### config.mk
export PLATFORM = sky130hd
export DESIGN_NAME = m68k_bus_seq
export DESIGN_NICKNAME = d
export VERILOG_FILES = /design/src/rtl/m68k_bus_seq.sv
export SDC_FILE = /design/constraint.sdc
export NUM_CORES = 1
export LEC_CHECK = 0
export CAP_MARGIN = 20
export CELL_PAD_IN_SITES_DETAIL_PLACEMENT = 1
export CELL_PAD_IN_SITES_GLOBAL_PLACEMENT = 2
export CORE_ASPECT_RATIO = 1.75
export CORE_MARGIN = 1.5
export CORE_UTILIZATION = 34
export CTS_CLUSTER_DIAMETER = 200
export CTS_CLUSTER_SIZE = 30
export DETAILED_ROUTE_END_ITERATION = 8
export GPL_TIMING_DRIVEN = 0
export MAX_ROUTING_LAYER = met4
export PLACE_DENSITY_LB_ADDON = 0.1
export SETUP_SLACK_MARGIN = 0.05
export SYNTH_ARGS = -nofsm -noshare
export SYNTH_HDL_FRONTEND = slang
export SYNTH_SLANG_ARGS = --single-unit
### constraint.sdc
create_clock -name clk40 -period 3.9 [get_ports clk40]
set_input_delay 0.78 -clock clk40 [delete_from_list [all_inputs] [get_ports clk40]]
set_output_delay 0.78 -clock clk40 [all_outputs]
set_load 0.03 [all_outputs]
### src/rtl/m68k_bus_seq.sv
// 68000-style asynchronous bus master: runs one read/write cycle per accepted command.
// Latency: accept -> rsp_valid is 6 cycles (read) / 7 (write) once dtack is seen, plus synchronizer delay.
// Backpressure: cmd_ready only in IDLE with the synchronized dtack high; responder stalls via dtack.
module m68k_bus_seq #(
   parameter int TIMEOUT     = 255,
   parameter int SYNC_STAGES = 2
) (
   input  logic        clk40,
   input  logic        reset_n,
   input  logic        cmd_valid,
   output logic        cmd_ready,
   input  logic [23:0] cmd_addr,
   input  logic [2:0]  cmd_fc,
   input  logic        cmd_rw,
   input  logic        cmd_byte,
   input  logic [15:0] cmd_wdata,
   output logic        rsp_valid,
   output logic [15:0] rsp_rdata,
   output logic [1:0]  rsp_err,
   output logic [22:0] bus_a,
   output logic [2:0]  bus_fc,
   output logic        bus_rw,
   output logic        bus_as_n,
   output logic        bus_uds_n,
   output logic        bus_lds_n,
   output logic [15:0] bus_dout,
   output logic        bus_doe,
   input  logic [15:0] bus_din,
   input  logic        bus_dtack_n,
   input  logic        bus_berr_n
);

   localparam int CW = $clog2(TIMEOUT + 1);

   typedef enum logic [2:0] {IDLE, ADDR, ASRT, DSW, WAIT, LATCH, NEG, RSP} state_t;

   state_t state, state_nxt;

   // latched command
   logic [23:0] addr_q;
   logic [2:0]  fc_q;
   logic        rw_q;
   logic        byte_q;
   logic [15:0] wdata_q;

   logic [SYNC_STAGES-1:0] dtack_sync;
   logic [SYNC_STAGES-1:0] berr_sync;
   logic        dtack_s;
   logic        berr_s;

   logic [CW-1:0] cnt;
   logic        timeout_hit;
   logic [1:0]  err_q;
   logic [15:0] rdata_q;
   logic        data_strb;
   logic        uds_en;
   logic        lds_en;

   assign dtack_s     = dtack_sync[SYNC_STAGES-1];
   assign berr_s      = berr_sync[SYNC_STAGES-1];
   assign timeout_hit = (cnt == CW'(TIMEOUT - 1));

   // byte lanes: even byte address lives on the upper lane (D15..D8)
   assign uds_en = !byte_q || !addr_q[0];
   assign lds_en = !byte_q ||  addr_q[0];

   assign bus_a    = addr_q[23:1];
   assign bus_fc   = fc_q;
   assign bus_dout = wdata_q;

   // bring the asynchronous handshake inputs into the clk40 domain
   always_ff @(posedge clk40 or negedge reset_n) begin
      if (!reset_n) begin
         dtack_sync <= '1;
         berr_sync  <= '1;
      end else begin
         dtack_sync[0] <= bus_dtack_n;
         berr_sync[0]  <= bus_berr_n;
         for (int i = 1; i < SYNC_STAGES; i++) begin
            dtack_sync[i] <= dtack_sync[i-1];
            berr_sync[i]  <= berr_sync[i-1];
         end
      end
   end

   // state register
   always_ff @(posedge clk40 or negedge reset_n) begin
      if (!reset_n) state <= IDLE;
      else          state <= state_nxt;
   end

   // next-state and bus strobe decode
   always_comb begin
      state_nxt = state;
      cmd_ready = 1'b0;
      rsp_valid = 1'b0;
      bus_rw    = 1'b1;
      bus_as_n  = 1'b1;
      bus_doe   = 1'b0;
      data_strb = 1'b0;
      bus_uds_n = 1'b1;
      bus_lds_n = 1'b1;
      case (state)
         IDLE: begin
            // a responder still holding dtack from the last cycle blocks the next one
            cmd_ready = dtack_s;
            if (cmd_valid && dtack_s) state_nxt = ADDR;
         end
         ADDR: begin
            bus_rw    = rw_q;
            state_nxt = ASRT;
         end
         ASRT: begin
            bus_rw   = rw_q;
            bus_as_n = 1'b0;
            if (rw_q) begin
               data_strb = 1'b1;
               state_nxt = WAIT;
            end else begin
               bus_doe   = 1'b1;
               state_nxt = DSW;
            end
         end
         DSW: begin
            bus_rw    = rw_q;
            bus_as_n  = 1'b0;
            bus_doe   = 1'b1;
            data_strb = 1'b1;
            state_nxt = WAIT;
         end
         WAIT: begin
            bus_rw    = rw_q;
            bus_as_n  = 1'b0;
            bus_doe   = !rw_q;
            data_strb = 1'b1;
            if (!berr_s || !dtack_s || timeout_hit) state_nxt = LATCH;
         end
         LATCH: begin
            bus_rw    = rw_q;
            bus_as_n  = 1'b0;
            bus_doe   = !rw_q;
            data_strb = 1'b1;
            state_nxt = NEG;
         end
         NEG: begin
            bus_rw    = rw_q;
            bus_doe   = !rw_q;
            state_nxt = RSP;
         end
         RSP: begin
            rsp_valid = 1'b1;
            state_nxt = IDLE;
         end
         default: state_nxt = IDLE;
      endcase
      if (data_strb) begin
         bus_uds_n = !uds_en;
         bus_lds_n = !lds_en;
      end
   end

   // command capture, wait counter, status and read data
   always_ff @(posedge clk40 or negedge reset_n) begin
      if (!reset_n) begin
         addr_q    <= '0;
         fc_q      <= '0;
         rw_q      <= 1'b1;
         byte_q    <= 1'b0;
         wdata_q   <= '0;
         cnt       <= '0;
         err_q     <= 2'b00;
         rdata_q   <= '0;
         rsp_rdata <= '0;
         rsp_err   <= 2'b00;
      end else begin
         if (state == IDLE && cmd_valid && dtack_s) begin
            addr_q  <= cmd_addr;
            fc_q    <= cmd_fc;
            rw_q    <= cmd_rw;
            byte_q  <= cmd_byte;
            wdata_q <= cmd_byte ? {cmd_wdata[7:0], cmd_wdata[7:0]} : cmd_wdata;
         end
         // counter runs only while waiting, so it is zero on every WAIT entry
         if (state == WAIT) cnt <= cnt + CW'(1);
         else               cnt <= '0;
         // berr outranks dtack when both arrive together
         if (state == WAIT) begin
            if (!berr_s)           err_q <= 2'b01;
            else if (!dtack_s)     err_q <= 2'b00;
            else if (timeout_hit)  err_q <= 2'b10;
         end
         if (state == LATCH) begin
            if (rw_q && err_q == 2'b00) begin
               if (byte_q) rdata_q <= {8'h00, addr_q[0] ? bus_din[7:0] : bus_din[15:8]};
               else        rdata_q <= bus_din;
            end else begin
               rdata_q <= '0;
            end
         end
         // response fields change only together with the rsp_valid pulse
         if (state == NEG) begin
            rsp_rdata <= rdata_q;
            rsp_err   <= err_q;
         end
      end
   end

endmodule

==> out/results.md <==
* result of the run: complete, no violations
* half-perimeter wire length after placement: 7740 µm
* remaining antenna violation count: 0
* critical register-to-register path startpoint: state[1]
* Peak VDD IR: 0.000464 V
* post-route clock skew: 0.00786 ns
* Layout Nets: 528
* count of filler cells inserted in the layout: 1313
* cell with the largest stage delay on the worst path: clkdlybuf4s50_1
* most common cell in the netlist: dfrtp_1
* RePlAce Congestion: 0.736
* synthesized-area fraction occupied by xor and xnor cells: 0.00597
* share of synthesized flip-flops with an asynchronous set or reset: 1.00
* top flip-flop cell by instance count after synthesis: dfrtp_1
* most numerous cell types in the synthesized netlist: 91 x dfrtp_1, 40 x mux2_4, 26 x mux2_2
* headroom to the max-slew limit: 0.581
* level count of the clock H-tree: 3
* area of all placed cells without fillers: 0.00626 mm²
* count of cell types in the netlist: 44
* slew at the pin with the worst max-slew slack: 0.629 ns
* standard cell area after detailed placement: 0.00595 mm²
* WS Path Type: flop to output pin
* die extent in x: 89.0 µm
* # Max-Cap Violations: 0
* Routed wire per std cell: 16.7 µm
* power per unit of standard cell area: 706 mW/mm²
* combinational family with the most area after synthesis: multiplexers
* final wirelength: 10500 µm
* combined global-route utilization of all metal layers: 0.164
* Achievable Freq: 329 MHz
* final-report hold violation count: 0
* number of port buffers: 131
* detailed-route vias per instance: 4.66
* cell depth of the worst flop-to-flop path: 6
* Finish-stage setup viols: 0
* DRT iter0 DRCs: 72
* data required time of the critical path: 3.12 ns
* area share of the largest cell type after synthesis: 0.517
* global-route wire length before repair: 16500 µm
* share of layout cells above drive strength 1: 0.277
* number of antenna cells inserted: 0
* clock period minus worst slack: 3.04 ns
* effective utilization at floorplan: 0.350
* pin count of the biggest net entering global routing: 69
* maximum fanout along the worst path: 9
* Setup Buffers After CTS: 0
* data arrival time of the critical path: 2.26 ns
* Synth Instances: 314
* CTS Hold Bufs: 0
* CTS sink cnt: 96
* register bit total from synthesis: 96
* DRC violations left: 0
* I/O pin count: 133
* Remaining Overflow, GRT: 0
* number of detailed-routing iterations run before antenna repair: 4
* Chip Height: 154 µm
* Clock Pin Slew Worst Setup and Hold Paths: 0.07 ns
* top cell family by delay on the critical path: buffers and inverters
* number of warnings reported in the yosys synthesis log: 0
* hold crit path type: input pin to asynchronous set/reset pin
* category of the worst setup path launch point: flop
* area added between synthesis and finish: 42.2%
* multiplexer share of the synthesized area: 0.234
* Placement Rows: 54
* count of pins over their slew limit: 0
* adder-cell share of the synthesized area: 0.0142
* Critical R2R Capture: addr_q[8]
* clock tree root driver cell: clkbuf_16
* setup repair after global routing missed its margin: no
* antenna violations before repair: 0
* average size of a mapped cell: 14.0 µm²
* clock buffer count from CTS: 9
* maximum buffer depth of the clock tree: 2
* cells taking the most area after synthesis: dfrtp_1 52%, mux2_4 14%, mux2_2 6.6%, buf_4 4.3%, dfstp_2 3.0%
* crit path from: byte_q
* total via count after detailed routing: 2937
* crit path capture: bus_lds_n
* count of cell instances traversed by the critical path: 4
* leakage power total: 2.79 nW
* simple logic cell fraction of the synthesized area: 0.0690
* DIE AREA: 0.0137 mm²
* area of the core region: 0.0126 mm²
* endpoint kind of the worst setup timing path: output pin
* R2R Setup Slk: 2.09 ns
* number of cells upsized or downsized after cts: 0
* cell type with the highest aggregate area in the netlist: dfrtp_1
* cell area after synthesis: 0.00440 mm²
* peak per-stage delay on the critical path: 0.66 ns
* sequential-to-total area share from yosys stat: 0.547
* Buf+Inv Stages, Crit Path: 2
* post-route fraction of the period consumed by the critical path: 0.780
* worst-path cell chain: nand2b_1, clkbuf_1, o21ai_0, clkdlybuf4s50_1
* WHS: 0.352 ns
* via count of the first global-routing pass: 3145
* later-pin clock latency in the skew report: 0.35 ns
* synthesized-area fraction occupied by ao, oa, aoi and oai cells: 0.0540
* Synth Net Count: 385
* number of synthesized flops with an enable pin: 0
* clock tree from TritonCTS: done
## where the power goes
| part | internal (mW) | switching, mW |
|---|---|---|
| Combinational | 1.09 | 0.971 |
| Sequential | 1.26 | 0.170 |
| Clock | 0.511 | 0.414 |
## how the worst min path moves through the flow
stage                                to          start  slack [ns]
after global routing       berr_sync[1]   berr_sync[0]        0.36
after floorplan            berr_sync[1]   berr_sync[0]        0.35
after CTS                     addr_q[6]        reset_n        0.36
after detailed placement   berr_sync[1]   berr_sync[0]        0.35
after global placement    dtack_sync[1]  dtack_sync[0]        0.35
final                         addr_q[6]        reset_n        0.35
## per-stage QoR
| stage | total power [mW] | setup slack, ns | utilization | cells | TNS [ns] |
|---|---|---|---|---|---|
| final | 4.42 | 0.857 | 0.498 | 630 | 0 |
| after global routing | 4.65 | 0.711 | 0.498 | 630 | 0 |
| after CTS | 4.50 | 0.775 | 0.498 | 630 | 0 |
| after detailed placement | 3.54 | 1.15 | 0.474 | 614 | 0 |
| after global placement | 3.51 | -1.67 | 0.472 | 613 | -153.00 |
| after floorplan | 2.78 | 1.64 | - | 314 | 0 |
## state kept, by name, indices dropped and copies added, names as in the netlist
register    cells
rw_q            1
cnt             8
rsp_err         2
dtack_sync      2
byte_q          1
err_q           2
rdata_q        16
bus_fc          3
bus_dout       16
state           3
addr_q         24
rsp_rdata      16
berr_sync       2
## routing by layer
| metal | up-vias | global-route usage | part of all wire |
|---|---|---|---|
| met2 | 89 | 0.275 | 0.52 |
| met4 | 0 | 0.0505 | 0.015 |
| met1 | 1478 | 0.192 | 0.41 |
| li1 | 1360 | - | - |
| met5 | - | - | 0 |
| met3 | 10 | 0.0413 | 0.053 |
## final cells by class
| cell class | instances | area, µm² | area share |
|---|---|---|---|
| sequential | 96 | 2410 | 0.385 |
| multi-input combinational | 176 | 1660 | 0.265 |
| timing repair buffer | 132 | 1340 | 0.213 |
| buffer | 37 | 317 | 0.0505 |
| clock buffer | 9 | 225 | 0.0360 |
| tap | 168 | 210 | 0.0336 |
| clock inverter | 7 | 86.3 | 0.0138 |
| inverter | 5 | 18.8 | 0.00300 |
## logic make-up (layout without fill, tap and decap cells)
| group | Yosys count | count (layout) |
|---|---|---|
| buffers and inverters | 42 | 190 |
| adders and majority gates | 5 | 5 |
| xor gates and xnor gates | 3 | 3 |
| and+or+nand+nor | 52 | 52 |
| muxes | 79 | 79 |
| AOI/OAI and AO/OA | 37 | 37 |
| DFF | 96 | 96 |
## cells in the final DEF, fill, tap and decap left out, types with 2 or more instances in the layout
| cell type | n |
|---|---|
| nor2_1 | 8 |
| buf_4 | 26 |
| mux2i_1 | 8 |
| mux2_4 | 40 |
| clkinv_4 | 2 |
| buf_6 | 2 |
| clkbuf_16 | 9 |
| buf_2 | 3 |
| nand2b_1 | 3 |
| ha_1 | 5 |
| dfstp_2 | 5 |
| o21ai_0 | 8 |
| clkbuf_1 | 2 |
| dfrtp_1 | 91 |
| or3_1 | 4 |
| xor2_1 | 2 |
| a21oi_1 | 5 |
| mux2_1 | 5 |
| inv_1 | 5 |
| a22o_1 | 8 |
| o211ai_1 | 3 |
| o21ai_1 | 8 |
| buf_12 | 4 |
| and2_1 | 3 |
| inv_8 | 2 |
| nor3_1 | 3 |
| nand3_1 | 5 |
| mux2_2 | 26 |
| clkdlybuf4s50_1 | 130 |
| nand2_1 | 15 |
Power figures use the tool's default switching activity.
